===== src/rtl/ex_stage.sv =====
// Execute stage: operand forwarding, ALU, branch resolution and a serial multi-cycle shifter.
// Define EX_FAST_SHIFT_EN to replace the serial shifter with a zero-latency barrel shifter.
module ex_stage #(
  parameter int unsigned XLEN                 = 32,
  parameter int unsigned SHIFT_BITS_PER_CYCLE = 1
) (
  input  logic            i_clk,
  input  logic            i_rst,
  input  logic            i_flush_e,
  input  logic [XLEN-1:0] i_regs_do1_e,
  input  logic [XLEN-1:0] i_regs_do2_e,
  input  logic [XLEN-1:0] i_imm32_e,
  input  logic [XLEN-1:0] i_pc_e,
  input  logic [6:0]      i_opcode_e,
  input  logic [2:0]      i_f3_e,
  input  logic [2:0]      i_alu_ctl_e,
  input  logic [1:0]      i_alu_shift_e,
  input  logic [1:0]      i_alu_src_opa_e,
  input  logic            i_alu_src_opb_e,
  input  logic            i_jmp_e,
  input  logic            i_branch_e,
  input  logic [1:0]      i_fwd_a_e,
  input  logic [1:0]      i_fwd_b_e,
  input  logic [XLEN-1:0] i_alu_result_m,
  input  logic [XLEN-1:0] i_result_w,
  output logic [XLEN-1:0] o_alu_result_e,
  output logic [XLEN-1:0] o_write_data_e,
  output logic [XLEN-1:0] o_pc_target_e,
  output logic            o_pc_src_e,
  output logic            o_stall_e
);

  localparam logic [6:0] OpJalr = 7'b1100111;

  logic [XLEN-1:0] fwd_a, fwd_b, op_a, op_b, shift_res;
  logic [4:0]      shamt;
  logic            is_shift, in_done, cond;

  function automatic logic [XLEN-1:0] shift_op(input logic [XLEN-1:0] v,
                                               input logic [1:0]      dir,
                                               input logic [4:0]      k);
    case (dir)
      2'b01:   shift_op = v >> k;
      2'b10:   shift_op = XLEN'($signed(v) >>> k);
      default: shift_op = v << k;
    endcase
  endfunction

  always_comb begin
    case (i_fwd_a_e)
      2'b01:   fwd_a = i_result_w;
      2'b10:   fwd_a = i_alu_result_m;
      default: fwd_a = i_regs_do1_e;
    endcase
    case (i_fwd_b_e)
      2'b01:   fwd_b = i_result_w;
      2'b10:   fwd_b = i_alu_result_m;
      default: fwd_b = i_regs_do2_e;
    endcase
    case (i_alu_src_opa_e)
      2'b00:   op_a = fwd_a;
      2'b01:   op_a = i_pc_e;
      default: op_a = '0;
    endcase
    op_b = i_alu_src_opb_e ? i_imm32_e : fwd_b;
  end

  assign shamt    = op_b[4:0];
  assign is_shift = (i_alu_ctl_e == 3'b111);

`ifdef EX_FAST_SHIFT_EN
  logic unused_fast;
  assign unused_fast = ^{i_clk, i_rst};
  assign shift_res   = shift_op(op_a, i_alu_shift_e, shamt);
  assign in_done     = 1'b0;
  assign o_stall_e   = 1'b0;
`else
  localparam logic [1:0] StIdle  = 2'd0;
  localparam logic [1:0] StShift = 2'd1;
  localparam logic [1:0] StDone  = 2'd2;
  localparam logic [4:0] Step    = 5'(SHIFT_BITS_PER_CYCLE);

  logic [1:0]      state_q, state_d, dir_q, dir_d;
  logic [XLEN-1:0] sh_q, sh_d;
  logic [4:0]      cnt_q, cnt_d, first_amt, step_amt;
  logic            stall_raw;

  assign first_amt = (shamt < Step) ? shamt : Step;
  assign step_amt  = (cnt_q < Step) ? cnt_q : Step;

  // The capture cycle already performs the first step, so an N-bit shift stalls N cycles.
  always_comb begin
    state_d   = state_q;
    sh_d      = sh_q;
    cnt_d     = cnt_q;
    dir_d     = dir_q;
    stall_raw = 1'b0;
    case (state_q)
      StIdle: begin
        if (is_shift && (shamt != 5'd0) && !i_flush_e) begin
          stall_raw = 1'b1;
          sh_d      = shift_op(op_a, i_alu_shift_e, first_amt);
          cnt_d     = shamt - first_amt;
          dir_d     = i_alu_shift_e;
          state_d   = (shamt == first_amt) ? StDone : StShift;
        end
      end
      StShift: begin
        stall_raw = 1'b1;
        sh_d      = shift_op(sh_q, dir_q, step_amt);
        cnt_d     = cnt_q - step_amt;
        if (cnt_q == step_amt) state_d = StDone;
      end
      default: state_d = StIdle;
    endcase
    if (i_flush_e) begin
      state_d   = StIdle;
      stall_raw = 1'b0;
    end
  end

  always_ff @(posedge i_clk) begin
    if (i_rst) begin
      state_q <= StIdle;
      sh_q    <= '0;
      cnt_q   <= '0;
      dir_q   <= '0;
    end else begin
      state_q <= state_d;
      sh_q    <= sh_d;
      cnt_q   <= cnt_d;
      dir_q   <= dir_d;
    end
  end

  assign o_stall_e = stall_raw & ~i_rst;
  assign in_done   = (state_q == StDone);
  // Only a zero-amount shift issued from IDLE exposes this path.
  assign shift_res = op_a;
`endif

  always_comb begin
    case (i_alu_ctl_e)
      3'b000:  o_alu_result_e = op_a + op_b;
      3'b001:  o_alu_result_e = op_a - op_b;
      3'b010:  o_alu_result_e = op_a & op_b;
      3'b011:  o_alu_result_e = op_a | op_b;
      3'b100:  o_alu_result_e = op_a ^ op_b;
      3'b101:  o_alu_result_e = XLEN'($signed(op_a) < $signed(op_b));
      3'b110:  o_alu_result_e = XLEN'(op_a < op_b);
      default: o_alu_result_e = shift_res;
    endcase
`ifndef EX_FAST_SHIFT_EN
    if (in_done) o_alu_result_e = sh_q;
`endif
  end

  always_comb begin
    case (i_f3_e)
      3'b000:  cond = (fwd_a == fwd_b);
      3'b001:  cond = (fwd_a != fwd_b);
      3'b100:  cond = ($signed(fwd_a) < $signed(fwd_b));
      3'b101:  cond = ($signed(fwd_a) >= $signed(fwd_b));
      3'b110:  cond = (fwd_a < fwd_b);
      3'b111:  cond = (fwd_a >= fwd_b);
      default: cond = 1'b0;
    endcase
  end

  assign o_pc_target_e  = (i_opcode_e == OpJalr) ? ((fwd_a + i_imm32_e) & ~XLEN'(1))
                                                 : (i_pc_e + i_imm32_e);
  assign o_pc_src_e     = (i_jmp_e | (i_branch_e & cond)) & ~o_stall_e;
  assign o_write_data_e = fwd_b;

endmodule


===== config.mk =====
export PLATFORM = sky130hd
export DESIGN_NAME = ex_stage
export DESIGN_NICKNAME = d
export VERILOG_FILES = /design/src/rtl/ex_stage.sv
export SDC_FILE = /design/constraint.sdc
export NUM_CORES = 1
export LEC_CHECK = 0
export CAP_MARGIN = 5
export CELL_PAD_IN_SITES_DETAIL_PLACEMENT = 0
export CELL_PAD_IN_SITES_GLOBAL_PLACEMENT = 1
export CORE_MARGIN = 1
export CORE_UTILIZATION = 38
export DETAILED_ROUTE_END_ITERATION = 6
export PLACE_DENSITY_LB_ADDON = 0.25
export SETUP_SLACK_MARGIN = 0.3
export SYNTH_ARGS = -nofsm -noshare
export SYNTH_HDL_FRONTEND = slang
export SYNTH_SLANG_ARGS = --single-unit

===== constraint.sdc =====
create_clock -name i_clk -period 7.7 [get_ports i_clk]
set_input_delay 1.155 -clock i_clk [delete_from_list [all_inputs] [get_ports i_clk]]
set_output_delay 1.155 -clock i_clk [all_outputs]
set_load 0.03 [all_outputs]

Yosys cells after proc, flatten, opt, wreduce, memory -nomap -nowiden. Index checks and enable logic that the tools add are counted.

Register bits: 41. Input port bits: 219. Output and inout port bits: 98. Logic and storage cells: 99.

Add/subtract/negate cells: 6. $lt $le $gt $ge: 8. Eq/ne operators: 30. Shift operators: 6. Muxes and demuxes: 23. Bitwise operators: 9. Reductions and logical operators: 13.

Operator list (number): $pmux W32 S2 (6); $pmux W32 S7 (1); $lt A32 B32 Y1 (4); $mux W32 (4); $add A32 B32 Y32 (3); $ge A32 B32 Y1 (2); $shl A32 B5 Y32 (2); $shr A32 B5 Y32 (2); $sshr A32 B5 Y32 (2); $and A32 B32 Y32 (1); $eq A32 B32 Y1 (1); $ne A32 B32 Y1 (1); $or A32 B32 Y32 (1); $sub A32 B32 Y32 (1); $xor A32 B32 Y32 (1); $eq A3 B3 Y1 const B (8); $mux W5 (3); $eq A2 B1 Y1 const B (6); $eq A2 B2 Y1 const B (5); $eq A5 B5 Y1 (2); $lt A5 B1 Y1 const B (2); $pmux W5 S2 (1); $sub A5 B5 Y5 (2); $eq A7 B7 Y1 const B (1); 19 further kinds (33).

Logic depth before layout (Yosys ltp). Gate-level depths: netlist (run 1).

Word-level depth: 12. Gate-level depth with buffers: 22. Mapped depth without buffers: 20.

Worst setup path after synthesis (run 1). Ideal clock, no wire load.

Kind: input port to output port. Start point: input i_fwd_b_e[0]. End point: output o_alu_result_e[26]. Arrival time: 5.985 ns. Required time: 6.545 ns. Path slack: 0.560 ns. Stages on the path: 17. Path buffers: 1. Path through: inv_1 ha_1 buf_2 a22oi_1 o21ai_0 mux2_2 ha_1 fa_1 a2111oi_0 a21oi_1 a221o_1 o2111ai_1 nand3_1 o21ai_2 a21bo_2 a31oi_1 o311ai_0.

Word-level cells in the longest chain between the ends: 6. Elaborated cells on any way between the ends: 11. Those cells by class: add/sub: 2; eq/ne: 2; mux: 4; bitwise: 3.

Ends and longest elaborated chain: start, declared (line 23) `input logic [1:0] i_fwd_b_e,`; $eq A2 B2 Y1 / $eq A2 B1 Y1 (equally long branches) (line 55) `case (i_fwd_b_e)`; $pmux W32 S2 (*) (line 55); net o_write_data_e[0] (line 27) `output logic [XLEN-1:0] o_write_data_e,`; $mux W32 (*) (line 65) `op_b = i_alu_src_opb_e ? i_imm32_e : fwd_b;`; $sub A32 B32 Y32 / $add A32 B32 Y32 (equally long branches) (line 145, 144); $pmux W32 S7 (*) (line 143) `case (i_alu_ctl_e)`; $mux W32 (*) (line 154) `if (in_done) o_alu_result_e = sh_q;`; end, declared (line 26) `output logic [XLEN-1:0] o_alu_result_e,`.

The timed path passes the listed nets; every way through them passes the cells marked *.

Worst setup path in the final report (run 1).
Start point: input i_fwd_a_e[0]. End point: output o_alu_result_e[31].

Word-level cells in the longest chain between the ends: 6. Elaborated cells on any way between the ends: 11. Those cells by class: add/sub: 2; eq/ne: 2; mux: 4; bitwise: 3.

Ends and longest elaborated chain: start, declared (line 22) `input logic [1:0] i_fwd_a_e,`; $eq A2 B2 Y1 / $eq A2 B1 Y1 (equally long branches) (line 50) `case (i_fwd_a_e)`; $pmux W32 S2 (*) (line 50); $pmux W32 S2 (*) (line 60) `case (i_alu_src_opa_e)`; $sub A32 B32 Y32, or another cell as far along (line 145) `3'b001: o_alu_result_e = op_a - op_b;`; $pmux W32 S7 (*) (line 143); $mux W32 (*) (line 154).

Mark *: on every way between the ends. The rest lies on a longest branch, timed or not.

==> results.cfg, run 1 <==
[clock_tree]
htree_levels = 2
cts_sinks = 41
holdBufCountCts = 0
cts_buffers = 5
cts_root_buf = clkbuf_16
clk_pin_slew_ns = 0.06
cts_tree = yes
clk_path_buf_depth = 2
clock_latency_ns = 0.29

[route]
viasPerCell = 6.31
first_pass_iters = 6
initialDrtViolationCount = 2490
totalWireLength_mm = 81.8
post_drt_wl_per_cell_um = 24.8
remaining_drc_errors = 0
vias = 20800
ant_nets = 0

[yosys]
synthFlopType = dfxtp_1
synth_cell_types = 84
yosys_warnings = 0
syn_nets = 2911
synthCells = 2476
synthesis.area_um2 = 15800
yosysSeqAreaShare = 0.0520
avgSynthCellArea_um2 = 6.37
synth_edf_count = 0
synthArstFlopShare = 0
synth-seq-cells = 41

[timing]
slew_headroom = 0.182
rsz0062_at_grt = true
hold_viol = 0
drv_slew = 0
min_period_over_period = 0.952
setup_viol = 0
fmaxAchievable_mhz = 136
finClkSkew_ns = 0.00975
worstMarginPinSlew_ns = 1.23
min_period_ns = 7.33
setup_tns_ns = 0

[worst_setup_path]
path_class = input port to output pin
critPathCaptureType = output pin
arrival_ns = 6.17
crit_end = o_alu_result_e[31]
crit_start = i_fwd_a_e[0]
reg2reg_from = cnt_q[2]$_SDFFE_PP0P_
path_max_fanout = 31
reg2reg_slack_ns = 4.66
reg2regPathDepth = 10
cp_data_required_time_ns = 6.55
start_kind = input port
r2r_end = sh_q[8]$_SDFFE_PP0P_

[floorplanning]
ioPinCount = 317
die_area_um2 = 42300
die_h_um = 206
num_rows = 74
start_util = 0.386
core_um2 = 40900
die_w_um = 206

[global_routing]
first_global_vias = 19900
grt_pass1_wl_mm = 122
grt_max_degree = 63
antenna_found_initial = 3
grt_overflow = 0
grt_use_total = 0.376

[power]
seqPwrFrac = 0.083
clock_power_share = 0.092
vdd_drop_max_mv = 0.123
p_int_uw = 1330
swShare = 0.527
p_comb_frac = 0.826
p_sw_uw = 1490
p_per_area_nw_per_um2 = 135
leakage_uw = 0.00898

[finish]
fill_cells = 4154
drive_above_1_share = 0.116
final_cell_mix = nor2_1 (300), clkdlybuf4s50_1 (273), a21oi_1 (253), o21ai_0 (237), nand2_1 (213)
post-route-cell-area_um2 = 20800
antenna_cells = 0
area_growth_pct = 32.1
fin_util = 0.509
stdcell_count = 3302
fin_nets = 3204
layout_commonest_cell = nor2_1

[placement]
hpwl_mm = 65.9
placedInstanceArea_um2 = 20400
io_buffers = 316
gp_congestion = 1.04
dp.cells = 3291

[status]
status = finished, final reports clean

[run]
maxCapViolations = 0

[min_path]
hold_class = flip-flop to flip-flop
[metal layers]
| layer | vias to the layer above | wire length (um) | part of all wire | GRT usage |
|---|---|---|---|---|
| met5 | - | 27 | 0.00033 | 0 |
| met4 | 4 | 3940 | 0.048 | 0.157 |
| met3 | 201 | 6340 | 0.077 | 0.0458 |
| met2 | 1152 | 36800 | 0.45 | 0.614 |
| met1 | 9860 | 34800 | 0.43 | 0.496 |
| li1 | 9603 | - | - | - |
[through the flow]
stage,hold slack [ns],worst slack (ns),total power [uW]
global placement,0.475,0.176,2460
floorplan,0.457,0.560,1520
finish,0.504,0.373,2820
detailed placement,0.485,0.111,2470
global route,0.548,0.167,2980
CTS,0.498,0.311,2740
[worst max-delay path, stage by stage]
cell             delay, ns
clkdlybuf4s50_1       0.49
inv_1                 0.08
ha_4                  0.31
buf_12                0.18
o21ai_0               0.32
mux2i_1               0.11
or2_2                 0.31
inv_1                 0.10
ha_1                  0.25
buf_4                 0.17
nor3_1                0.35
nand3_1               0.23
o31ai_2               0.56
o21ai_4               0.18
o311ai_2              0.46
a221oi_2              0.15
mux2i_1               0.14
a221oi_1              0.31
buf_4                 0.18
buf_12                0.11
[power by group through the flow]
stage / sequential (uW) / clock (uW) / combinational [uW]
finish: 233 / 258 / 2330
global route: 234 / 265 / 2480
CTS: 233 / 257 / 2250
detailed placement: 237 / 0 / 2230
global placement: 237 / 0 / 2230
floorplan: 233 / 0 / 1290
[state kept, by name (all words and copies together), names as in the netlist]
register,count
sh_q,32
cnt_q,5
dir_q,2
state_q,2
[worst min path at each step]
stage	start	end	slack, ns	depth (start not counted)
6_report	cnt_q[3]$_SDFFE_PP0P_	cnt_q[3]$_SDFFE_PP0P_	0.50	2
5_1_grt	cnt_q[2]$_SDFFE_PP0P_	cnt_q[2]$_SDFFE_PP0P_	0.55	1
4_1_cts	cnt_q[3]$_SDFFE_PP0P_	cnt_q[3]$_SDFFE_PP0P_	0.50	2
3_5_place_dp	cnt_q[3]$_SDFFE_PP0P_	cnt_q[3]$_SDFFE_PP0P_	0.48	2
3_3_place_gp	cnt_q[3]$_SDFFE_PP0P_	cnt_q[3]$_SDFFE_PP0P_	0.48	2
2_1_floorplan	cnt_q[3]$_SDFFE_PP0P_	cnt_q[3]$_SDFFE_PP0P_	0.46	2
[cells in the mapped netlist (21+ instances only)]
cell type	number	area (um^2)
a211oi_1	33	248
a21o_1	41	308
a21oi_1	260	1300
a22oi_1	97	728
a31oi_1	22	138
clkbuf_1	155	582
dfxtp_1	41	821
ha_1	212	2650
inv_1	164	616
mux2i_1	38	380
nand2_1	215	807
nand2b_1	28	175
nand3_1	35	175
nor2_1	302	1130
nor2b_1	30	188
nor3_1	36	180
o211ai_1	38	285
o21ai_0	251	1260
o22ai_1	39	244
o311ai_0	32	280
o31ai_1	21	158
or2_2	30	188
xnor2_1	53	464
xor2_1	22	193
[layout make-up]
class / instances / area (um^2) / share of cell area
Multi-Input combinational cell: 2082 / 13900 / 0.666
Timing Repair Buffer: 471 / 4670 / 0.224
Sequential cell: 41 / 821 / 0.0394
Tap cell: 532 / 666 / 0.0319
Inverter: 168 / 631 / 0.0302
Clock buffer: 7 / 143 / 0.00684
Clock inverter: 1 / 30.0 / 0.00144
[kinds of logic after synthesis]
group | synth area share
xor gates and xnor gates | 0.0416
adders and majority gates | 0.173
AOI/OAI and AO/OA | 0.401
muxes | 0.0277
buffers and inverters | 0.0852
DFF | 0.0520
and+or+nand+nor | 0.220
[timing repair]
item                                   4_1_cts  5_1_grt
pin swaps                                    0       11
setup endpoints to repair                    6       25
gates resized for setup                     10       55
buffers inserted                             0        3
endpoints found under the hold margin        0        0
Note: power is estimated with default switching activity, not from simulation.
==> inputs of run 2 (changes only) <==
--- a/config.mk
+++ b/config.mk
@@ -10,6 +10,7 @@
 export CELL_PAD_IN_SITES_GLOBAL_PLACEMENT = 1
 export CORE_MARGIN = 1
 export CORE_UTILIZATION = 38
+export CTS_CLUSTER_DIAMETER = 80
 export DETAILED_ROUTE_END_ITERATION = 6
 export PLACE_DENSITY_LB_ADDON = 0.25
 export SETUP_SLACK_MARGIN = 0.3
==> results of run 2 <==
The final DEF is identical to that of run 1; final timing and power are the same.
